## src/rtl/ifetch_queue.sv

```systemverilog
// Instruction fetch front end: issues halfword fetches, buffers returned words in a
// small circular queue and hands them to decode one per cycle, tagged with PC and fault.
module ifetch_queue #(
   parameter int             VA       = 24,
   parameter int             DEPTH    = 4,
   parameter logic [VA-1:0]  RESET_PC = '0
) (
   input  logic           clk,
   input  logic           reset,
   input  logic           pc_load,
   input  logic [VA-1:0]  pc_new,
   input  logic           stall,
   output logic           fetch_req,
   output logic [VA-1:0]  fetch_addr,
   input  logic           fetch_ack,
   input  logic [15:0]    fetch_data,
   input  logic           fetch_err,
   output logic [15:0]    ins,
   output logic [VA-1:0]  ins_pc,
   output logic           ins_fault,
   output logic           idone
);

   localparam int             AW       = $clog2(DEPTH);
   localparam logic [AW:0]    DEPTH_C  = (AW+1)'(DEPTH);
   localparam logic [VA-1:0]  PC_STEP  = VA'(2);
   localparam logic [VA-1:0]  PC_ALIGN = ~VA'(1);

   localparam logic [1:0] S_IDLE    = 2'd0;
   localparam logic [1:0] S_REQ     = 2'd1;
   localparam logic [1:0] S_HALT    = 2'd2;
   localparam logic [1:0] S_DISCARD = 2'd3;

   logic [1:0]     state, state_nxt;
   logic [VA-1:0]  fetch_pc, fetch_pc_nxt;
   logic [AW-1:0]  rd_ptr, wr_ptr;
   logic [AW:0]    count, count_nxt;
   logic           empty, push, pop;

   logic [15:0]    data_q  [DEPTH];
   logic [VA-1:0]  pc_q    [DEPTH];
   logic           fault_q [DEPTH];

   // Queue head and handshake
   assign empty      = (count == '0);
   assign idone      = !empty && !stall && !pc_load;
   assign pop        = idone;
   assign push       = (state == S_REQ) && fetch_ack && !pc_load;
   assign fetch_req  = (state == S_REQ);
   assign fetch_addr = fetch_pc;

   assign ins       = empty ? '0   : data_q[rd_ptr];
   assign ins_pc    = empty ? '0   : pc_q[rd_ptr];
   assign ins_fault = empty ? 1'b0 : fault_q[rd_ptr];

   always_comb begin
      count_nxt = count;
      if (push && !pop)
         count_nxt = count + (AW+1)'(1);
      else if (pop && !push)
         count_nxt = count - (AW+1)'(1);
   end

   // A request is only launched when its returning word is guaranteed a slot.
   always_comb begin
      state_nxt    = state;
      fetch_pc_nxt = fetch_pc;
      if (pc_load) begin
         fetch_pc_nxt = pc_new & PC_ALIGN;
         case (state)
            S_REQ:     state_nxt = fetch_ack ? S_REQ : S_DISCARD;
            S_DISCARD: state_nxt = fetch_ack ? S_REQ : S_DISCARD;
            default:   state_nxt = S_REQ;
         endcase
      end else begin
         case (state)
            S_IDLE: begin
               if (count_nxt < DEPTH_C)
                  state_nxt = S_REQ;
            end
            S_REQ: begin
               if (fetch_ack) begin
                  fetch_pc_nxt = fetch_pc + PC_STEP;
                  if (fetch_err)
                     state_nxt = S_HALT;
                  else if (count_nxt < DEPTH_C)
                     state_nxt = S_REQ;
                  else
                     state_nxt = S_IDLE;
               end
            end
            S_HALT: state_nxt = S_HALT;
            default: begin
               if (fetch_ack)
                  state_nxt = S_REQ;
            end
         endcase
      end
   end

   always_ff @(posedge clk or negedge reset) begin
      if (!reset) begin
         state    <= S_IDLE;
         fetch_pc <= RESET_PC & PC_ALIGN;
         rd_ptr   <= '0;
         wr_ptr   <= '0;
         count    <= '0;
      end else begin
         state    <= state_nxt;
         fetch_pc <= fetch_pc_nxt;
         if (pc_load) begin
            rd_ptr <= '0;
            wr_ptr <= '0;
            count  <= '0;
         end else begin
            if (pop)
               rd_ptr <= rd_ptr + AW'(1);
            if (push)
               wr_ptr <= wr_ptr + AW'(1);
            count <= count_nxt;
         end
      end
   end

   // Queue storage carries no reset; emptiness is tracked by count alone.
   always_ff @(posedge clk) begin
      if (push) begin
         data_q[wr_ptr]  <= fetch_data;
         pc_q[wr_ptr]    <= fetch_pc;
         fault_q[wr_ptr] <= fetch_err;
      end
   end

endmodule
```

## config.mk

```make
export PLATFORM = sky130hd
export DESIGN_NAME = ifetch_queue
export DESIGN_NICKNAME = d
export VERILOG_FILES = /design/src/rtl/ifetch_queue.sv
export SDC_FILE = /design/constraint.sdc
export NUM_CORES = 1
export LEC_CHECK = 0
export BUFFER_PORTS_ARGS = -buffer_cell sky130_fd_sc_hd__buf_2
export CAP_MARGIN = 20
export CORE_MARGIN = 3
export CORE_UTILIZATION = 54
export DETAILED_ROUTE_END_ITERATION = 7
export GPL_ROUTABILITY_DRIVEN = 0
export PLACE_DENSITY = 0.74
export SLEW_MARGIN = 20
export SYNTH_ARGS = -nofsm -noshare
export SYNTH_HDL_FRONTEND = slang
export SYNTH_SLANG_ARGS = --single-unit
export TNS_END_PERCENT = 100
```

## constraint.sdc

```tcl
create_clock -name clk -period 3.7 [get_ports clk]
set_clock_uncertainty 0.05 [all_clocks]
set_input_delay 0.555 -clock clk [delete_from_list [all_inputs] [get_ports clk]]
set_output_delay 0.555 -clock clk [all_outputs]
set_load 0.01 [all_outputs]
```

== Yosys cells after proc, flatten, opt, wreduce, memory -nomap -nowiden ==
Memory sizes are Yosys's and may differ from the RTL's.
Cells that the tools add are included.

* Word-level logic and storage cells: 64
* Output and inout bits: 67
* Memory bits (writable): 164
* Flip-flop bits (word level): 33
* Memories: 3

{| class="wikitable"
|+ Memories
! memory !! words !! width !! read ports !! clocked after Yosys merged registers in !! wr ports !! RTL line !! text
|-
| pc_q || 4 || 24 || 1 || 0 || 1 || 41 || <nowiki>logic [VA-1:0] pc_q [DEPTH];</nowiki>
|-
| data_q || 4 || 16 || 1 || 0 || 1 || 40 || <nowiki>logic [15:0] data_q [DEPTH];</nowiki>
|-
| fault_q || 4 || 1 || 1 || 0 || 1 || 42 || <nowiki>logic fault_q [DEPTH];</nowiki>
|}

* Mux-type cells: 24
* Add/subtract/negate cells: 5
* Reductions and logical operators: 21
* Equality and inequality tests: 5
* Magnitude comparators: 1

{| class="wikitable"
|+ Operator list
! operator !! count
|-
| $mux W24 || 4
|-
| $add A24 B2 Y24 const B || 1
|-
| $mux W2 || 11
|-
| $mux W16 || 1
|-
| $mux W3 || 3
|-
| $reduce_bool A2 Y1 || 4
|-
| $logic_and A1 B1 Y1 || 6
|-
| $pmux W2 S3 || 1
|-
| $logic_not A1 Y1 || 5
|-
| $add A2 B1 Y2 const B || 2
|-
| $eq A2 B2 Y1 const B || 2
|-
| $mux W1 || 4
|-
| $reduce_bool A4 Y1 || 1
|-
| $add A3 B1 Y3 const B || 1
|-
| $logic_not A3 Y1 || 1
|-
| $lt A3 B3 Y1 const B || 1
|-
| $ne A3 B2 Y1 const B || 1
|-
| $ne A3 B3 Y1 const B || 1
|-
| $reduce_and A3 Y1 || 1
|-
| $sub A3 B1 Y3 const B || 1
|-
| $eq A2 B1 Y1 const B || 1
|-
| $logic_not A2 Y1 || 1
|-
| $reduce_and A2 Y1 || 1
|-
| $reduce_or A2 Y1 || 1
|}

== Logic depth before layout (Yosys ltp) ==
Gate-level depths: netlist of the first run.

* Depth in word-level cells: 13
* Gate-level depth with buffers: 8

== Worst setup path before layout of the first run ==
Ideal clock, no wire load.

* Kind: reg2reg
* Start: register state[1]
* End: memory data_q[0][0] (enable)
* Arrival: 2368 ps
* Cell stages (with the launch flop): 7
* Required time: 3249 ps
* Period minus slack after synthesis: 2819 ps
* Path slack: 881 ps
* Buffers on the path: 2
* Cell sequence: dfrtp_1 > inv_1 > ha_1 > buf_4 > and2_4 > clkbuf_1 > and3_1

* Cells in the longest elaborated chain, start to end: 5

{| class="wikitable"
|+ Ends and longest elaborated chain
! item !! RTL line !! text
|-
| from (decl) || 34 || <nowiki>logic [1:0] state, state_nxt;</nowiki>
|-
| from (signal assigned) || 109 || <nowiki>state <= state_nxt;</nowiki>
|-
| $eq A2 B1 Y1 || - ||
|-
| net fetch_req || 13 || <nowiki>output logic fetch_req,</nowiki>
|-
| $logic_and A1 B1 Y1 (2 in a row) || 48 || <nowiki>assign push = (state == S_REQ) && fetch_ack && !pc_load;</nowiki>
|-
| $mux W1 || 127 || <nowiki>if (push) begin</nowiki>
|-
| $mux W1 (not written as such) || 128 || <nowiki>data_q[wr_ptr] <= fetch_data;</nowiki>
|-
| to (decl) || 40 ||
|}

The timed path passes the listed nets, and every way through them passes these cells.

== Worst setup path after layout of the first run ==
* Start: register rd_ptr[0]
* End: output ins_pc[13]

* Cells in the longest elaborated chain, start to end: 2

{| class="wikitable"
|+ Ends and longest elaborated chain
! item !! RTL line !! text
|-
| from (decl) || 36 || <nowiki>logic [AW-1:0] rd_ptr, wr_ptr;</nowiki>
|-
| from (signal assigned) || 117 || <nowiki>rd_ptr <= rd_ptr + AW'(1);</nowiki>
|-
| $mem_v2 Z4 W24 || - ||
|-
| $mux W24 || 53 || <nowiki>assign ins_pc = empty ? '0 : pc_q[rd_ptr];</nowiki>
|-
| to (decl) || 19 || <nowiki>output logic [VA-1:0] ins_pc,</nowiki>
|}

No other way between the ends.

==> results of run 1 <==
==> synth_stat cells (2+ instances only) <==
cell type,count
and4_1,2
xnor2_1,15
nor2b_1,40
inv_1,10
buf_2,4
ha_1,12
nand3_1,5
o21ai_0,18
o21ai_1,4
edfxtp_1,160
and2b_2,2
mux2i_1,2
nor4_1,2
clkbuf_1,12
nor3_1,9
buf_1,4
nor2_1,15
mux4_2,40
nand4_1,8
a21oi_1,4
and3_1,8
xor2_1,11
buf_6,2
buf_4,3
nand2_1,34
dfrtp_1,32
==> power by group through the flow <==
| stage | Clock (µW) | Combinational, µW | Sequential, µW |
|---|---|---|---|
| 2_1_floorplan | 0 | 1010 | 2700 |
| 3_3_place_gp | 0 | 1440 | 2750 |
| 3_5_place_dp | 0 | 1460 | 2770 |
| 4_1_cts | 1890 | 1470 | 2720 |
| 5_1_grt | 1980 | 1580 | 2750 |
| 6_report | 1860 | 1440 | 2720 |
==> worst max-delay path by stage <==
stage | from | endpoint | slack (ps) | depth (start not counted)
6_report | rd_ptr[0] | ins_pc[13] | 790 | 4
5_1_grt | rd_ptr[0] | ins_pc[13] | 630 | 4
4_1_cts | rd_ptr[0] | ins_pc[13] | 720 | 4
3_5_place_dp | pc_load | state[0] | 1060 | 7
3_3_place_gp | pc_load | state[0] | 1080 | 7
2_1_floorplan | state[1] | data_q[0][0] | 880 | 6
==> stage by stage <==
step / setup WS [ps] / instance area, µm² / total power [µW]
6_report: 786 / 9330 / 6020
5_1_grt: 626 / 9330 / 6310
4_1_cts: 719 / 9330 / 6080
3_5_place_dp: 1060 / 8730 / 4220
3_3_place_gp: 1080 / 8730 / 4180
2_1_floorplan: 881 / 8010 / 3710
==> cells by family after synthesis <==
logic type                 after synthesis  share of synthesized area
DFF                                    192                      0.700
and+or+nand+nor                        131                     0.0880
muxes                                   44                      0.118
buffers and inverters                   36                     0.0208
AOI/OAI and AO/OA                       34                     0.0242
xor gates and xnor gates                26                     0.0284
adders and majority gates               13                     0.0200
other                                    1                   0.000468
==> sequential cells by signal (all words and copies together), names as in the netlist <==
register / flops
pc_q: 92
fault_q: 4
data_q: 64
state: 2
fetch_addr: 23
rd_ptr: 2
wr_ptr: 2
count: 3
==> worst register-to-register path, stage by stage, from the launching register on <==
cell	delay, ps
dfrtp_1	400
inv_1	100
ha_1	350
and2_4	320
and3_2	950
==> cell type report <==
| cell class | count | area, µm² | share of cell area |
|---|---|---|---|
| well taps | 180 | 225 | 0.0241 |
| clock buffers | 20 | 437 | 0.0468 |
| inverters | 11 | 41.3 | 0.00443 |
| repair buffers | 115 | 603 | 0.0646 |
| multi-input cells | 250 | 2250 | 0.241 |
| flip-flops and latches | 192 | 5610 | 0.601 |
| clock inverters | 12 | 166 | 0.0178 |
==> layer usage <==
metal | track usage | vias to the layer above | routed length [µm]
met5 | 0 | - | 0
met4 | 0.0730 | 0 | 324
met3 | 0.0496 | 27 | 852
met2 | 0.320 | 140 | 7620
met1 | 0.272 | 2213 | 6650
li1 | - | 2025 | -
==> results.sh, run 1 <==
export IMPL_outcome="finished, final reports clean"
export IMPL_synth_seq_cells=192
export IMPL_grt_pass1_wl_mm=24.4
export IMPL_reg2regPathDepth=4
export IMPL_tritoncts="done"
export IMPL_root_buffer="clkbuf_16"
export IMPL_post_drt_wl_per_cell_um=19.8
export IMPL_layout_commonest_cell="edfxtp_1"
export IMPL_critPathRequiredTime_ps=3090
export IMPL_die_area_um2=16300
export IMPL_post_cts_resized=0
export IMPL_holdWs_ps=139
export IMPL_die_h_um=128
export IMPL_endpoint_kind="primary output"
export IMPL_slowest_delay_ps=660
export IMPL_synth_avg_cell_area_um2=16.8
export IMPL_maxCapViolations=0
export IMPL_drive_gt1_frac=0.328
export IMPL_cell_internal_pwr_uw=4370
export IMPL_p_leak_uw=0.00337
export IMPL_p_sw_frac=0.274
export IMPL_area_growth_pct=16.6
export IMPL_syn_inst=477
export IMPL_layout_nets=645
export IMPL_finalSetupTns_ps=0
export IMPL_crit_type="flip-flop to primary output"
export IMPL_p_per_area_nw_per_um2=645
export IMPL_ant_nets=0
export IMPL_synthTopCellsByArea="edfxtp_1, mux4_2, dfrtp_1"
export IMPL_p_switching_uw=1650
export IMPL_irDropWorstVdd_uv=367
export IMPL_routed_via_density=5.65
export IMPL_core_area_um2=14200
export IMPL_slew_viol_final=0
export IMPL_antenna_found_initial=0
export IMPL_grt_pass1_vias=4569
export IMPL_period_share=0.788
export IMPL_cp_arrival_ps=2310
export IMPL_place_inst=748
export IMPL_fin_util=0.657
export IMPL_io_buffers=109
export IMPL_overflow=0
export IMPL_synth_top_area_cell="edfxtp_1"
export IMPL_drt_iter0_markers=351
export IMPL_pwr_share_clk=0.309
export IMPL_yosysWarnings=0
export IMPL_synthFlopType="edfxtp_1"
export IMPL_slew_headroom=0.272
export IMPL_netlist_area_um2=8010
export IMPL_synth_seq_area_share=0.700
export IMPL_route_detailed_drc=0
export IMPL_fillers=990
export IMPL_reg2reg_from="state[1]"
export IMPL_core_rowCount=43
export IMPL_rsz0062_at_grt="no"
export IMPL_r2r_end="pc_q[1][11]"
export IMPL_grt_max_degree=55
export IMPL_worstMarginPinSlew_ps=1090
export IMPL_clkTransAtPathRegs_ps=70
export IMPL_timing_final_hold_violations=0
export IMPL_fin_cells=780
export IMPL_cts_made_buffers=17
export IMPL_most_common_layout_cells="edfxtp_1, buf_2, mux4_2, nor2b_1, nand2_1"
export IMPL_ios=113
export IMPL_combPwrFrac=0.239
export IMPL_setup_viol_count_final=0
export IMPL_initial_core_util=0.564
export IMPL_r2r_slack_ps=1140
export IMPL_slowest_stage="dfrtp_2"
export IMPL_routed_wl_mm=15.4
export IMPL_cp_max_fo=14
export IMPL_synth_edff_count=160
export IMPL_netlist_area_leader_share=0.600
export IMPL_finalCriticalPeriod_ps=2910
export IMPL_crit_chain="buf_4, mux4_2, nor2b_1, buf_2"
export IMPL_cp_top_family="flip-flops"
export IMPL_max_freq_mhz=343
export IMPL_clk_path_buf_depth=2
export IMPL_diodes=0
export IMPL_dp_hpwl_mm=9.50
export IMPL_p_seq_frac=0.452
export IMPL_clock_latency_ps=420
export IMPL_htreeDepth=4
export IMPL_drtPass1Iterations=5
export IMPL_start_kind="flip-flop"
export IMPL_dr_total_vias=4405
export IMPL_synthDistinctLibCells=45
export IMPL_hp_class="input port to async pin"
export IMPL_holdBufCountCts=0
export IMPL_postCtsSetupBuffers=0
export IMPL_track_usage=0.200
export IMPL_path_buf_inv=2
export IMPL_clock_sink_count=192
export IMPL_async_reset_ff_frac=0.167
export IMPL_die_w_um=128
No activity file was read; power rests on OpenSTA's default activity.
==> inputs of run 2 (changes only) <==
--- a/config.mk
+++ b/config.mk
@@ -8,7 +8,7 @@
 export BUFFER_PORTS_ARGS = -buffer_cell sky130_fd_sc_hd__buf_2
 export CAP_MARGIN = 20
 export CORE_MARGIN = 3
-export CORE_UTILIZATION = 54
+export CORE_UTILIZATION = 52
 export DETAILED_ROUTE_END_ITERATION = 7
 export GPL_ROUTABILITY_DRIVEN = 0
 export PLACE_DENSITY = 0.74
==> constraint.sdc (replaced) <==
create_clock -name clk -period 2.3 [get_ports clk]
set_clock_uncertainty 0.05 [all_clocks]
set_input_delay 0.345 -clock clk [delete_from_list [all_inputs] [get_ports clk]]
set_output_delay 0.345 -clock clk [all_outputs]
set_load 0.01 [all_outputs]
==> run 2 against run 1 <==
  * The flow now finishes with violations (setup timing)
  * Flip-flop and latch count stayed put
  * Register-to-register slack worse by 1100 ps
  * Die area increased by 3.7%
  * Critical path type unchanged
  * Largest cell class unchanged
==> results.sh, run 2 (same netlist as run 1, synthesis figures left out) <==
export IMPL_max_freq_mhz=427
export IMPL_die_area_um2=16900
export IMPL_drtPass1Iterations=4
export IMPL_antenna_found_initial=0
export IMPL_cp_arrival_ps=1950
export IMPL_fin_util=0.658
export IMPL_rsz0062_at_grt="yes"
export IMPL_endpoint_kind="primary output"
export IMPL_grt_max_degree=55
export IMPL_dr_total_vias=4589
export IMPL_setup_viol_count_final=13
export IMPL_p_per_area_nw_per_um2=1050
export IMPL_finalCriticalPeriod_ps=2340
export IMPL_largest_reg_flops=92
export IMPL_post_drt_wl_per_cell_um=21.0
export IMPL_diodes=0
export IMPL_irDropWorstVdd_uv=589
export IMPL_crit_type="flip-flop to primary output"
export IMPL_outcome="finished, violations left"
export IMPL_slew_viol_final=0
export IMPL_layout_nets=671
export IMPL_dp_hpwl_mm=10.2
export IMPL_initial_core_util=0.541
export IMPL_worstMarginPinSlew_ps=763
export IMPL_start_kind="flip-flop"
export IMPL_critPathRequiredTime_ps=1900
export IMPL_routed_via_density=5.67
export IMPL_core_rowCount=44
export IMPL_clock_latency_ps=420
export IMPL_cp_max_fo=5
export IMPL_htreeDepth=4
export IMPL_overflow=0
export IMPL_timing_final_hold_violations=0
export IMPL_track_usage=0.207
export IMPL_root_buffer="clkbuf_16"
export IMPL_core_area_um2=14800
export IMPL_maxCapViolations=0
export IMPL_reg2reg_from="count[1]"
export IMPL_die_h_um=130
export IMPL_fin_ws_ps=-42.9
export IMPL_cts_made_buffers=17
export IMPL_fillers=992
export IMPL_period_share=1.02
export IMPL_ios=113
export IMPL_clk_path_buf_depth=2
export IMPL_tritoncts="done"
export IMPL_worstHoldStart="pc_new[20]"
export IMPL_ant_nets=0
export IMPL_most_common_layout_cells="edfxtp_1, buf_2, mux4_2, nor2b_1, nand2_1"
export IMPL_hp_class="input port to flip-flop"
export IMPL_regMostFlops="pc_q"
export IMPL_grt_pass1_wl_mm=25.7
export IMPL_grt_pass1_vias=4570
export IMPL_layout_commonest_cell="edfxtp_1"
export IMPL_die_w_um=130
export IMPL_drt_iter0_markers=364
export IMPL_p_leak_uw=0.00357
export IMPL_dp_slack_ps=16.0
export IMPL_clkTransAtPathRegs_ps=60
export IMPL_route_detailed_drc=0
export IMPL_cp_startpoint="rd_ptr[0]"
export IMPL_io_buffers=109
export IMPL_drive_gt1_frac=0.366
export IMPL_routed_wl_mm=17.0
export IMPL_area_growth_pct=21.7
export IMPL_slew_headroom=0.491
export IMPL_clock_sink_count=192
export IMPL_violations="setup timing"
## run 2: changes by cell type in the layout (fill, tap and decap cells not counted), moves of 2 or more
cell | before | now
buf_4 | 5 | 18
nor2b_1 | 39 | 37
inv_1 | 10 | 7
inv_2 | 0 | 3
buf_12 | 1 | 4
buf_6 | 0 | 6
buf_2 | 109 | 106
buf_16 | 0 | 3
nor2b_4 | 1 | 3
ha_1 | 12 | 10
clkbuf_16 | 17 | 20
clkinv_2 | 6 | 4
## run 2: per-stage QoR
step / area, µm² / power, µW / hold slack, ps / std cells / setup TNS (ps)
final: 9750 / 10200 / 81.7 / 809 / -137
after global routing: 9750 / 10700 / 70.1 / 809 / -2610
after CTS: 9610 / 10100 / 64.0 / 804 / -1160
after detailed placement: 8890 / 6930 / 407 / 767 / 0
after global placement: 8890 / 6850 / 398 / 767 / 0
after floorplan: 8030 / 5980 / -0.591 / 478 / -1660
## run 2: worst paths after layout
path,to,slack (ps),cells after the start
min in group asynchronous,count[1],480,2
max in group asynchronous,rd_ptr[1],1190,2
max reg2reg,state[0],20,7
max,ins_fault,-40,5
min,fetch_addr[20],80,3
min reg2reg,pc_q[1][13],550,0
## run 2: per-layer routing
layer / up-vias / wire length (µm) / global-route usage
li1: 2086 / - / -
met1: 2339 / 7210 / 0.289
met2: 146 / 8690 / 0.330
met3: 18 / 791 / 0.0426
met4: 0 / 264 / 0.0666
met5: - / 0 / 0
## run 2: report_power, final
part	leakage [µW]	switching (µW)	total (µW)	internal, µW
logic	0.00143	1450	2930	1480
clock network	0.000294	1180	2980	1800
registers	0.00184	196	4310	4110
total	0.00357	2830	10200	7400
## run 2: worst max-delay path: stages, from the launching register on
cell	delay [ps]
dfrtp_2	400
buf_6	140
buf_12	120
mux4_2	520
and2b_2	220
buf_6	120
## run 2: final cells by class
type                            count  area [µm²]  share of cell area
Clock inverter                     12         169              0.0173
Sequential cell                   192        5610               0.575
Inverter                           11        41.3             0.00424
Clock buffer                       19         433              0.0444
Timing Repair Buffer              141         981               0.101
Tap cell                          184         230              0.0236
Multi-Input combinational cell    250        2280               0.234
## run 2: repair_timing
| action | 4_1_cts | 5_1_grt |
|---|---|---|
| hold buffers | 1 | 0 |
| buffers inserted | 2 | 2 |
| cloned | 3 | 3 |
| hold endpoints to repair | 32 | 0 |
| gates resized for setup | 2 | 15 |
| endpoints found under the setup margin | 36 | 41 |
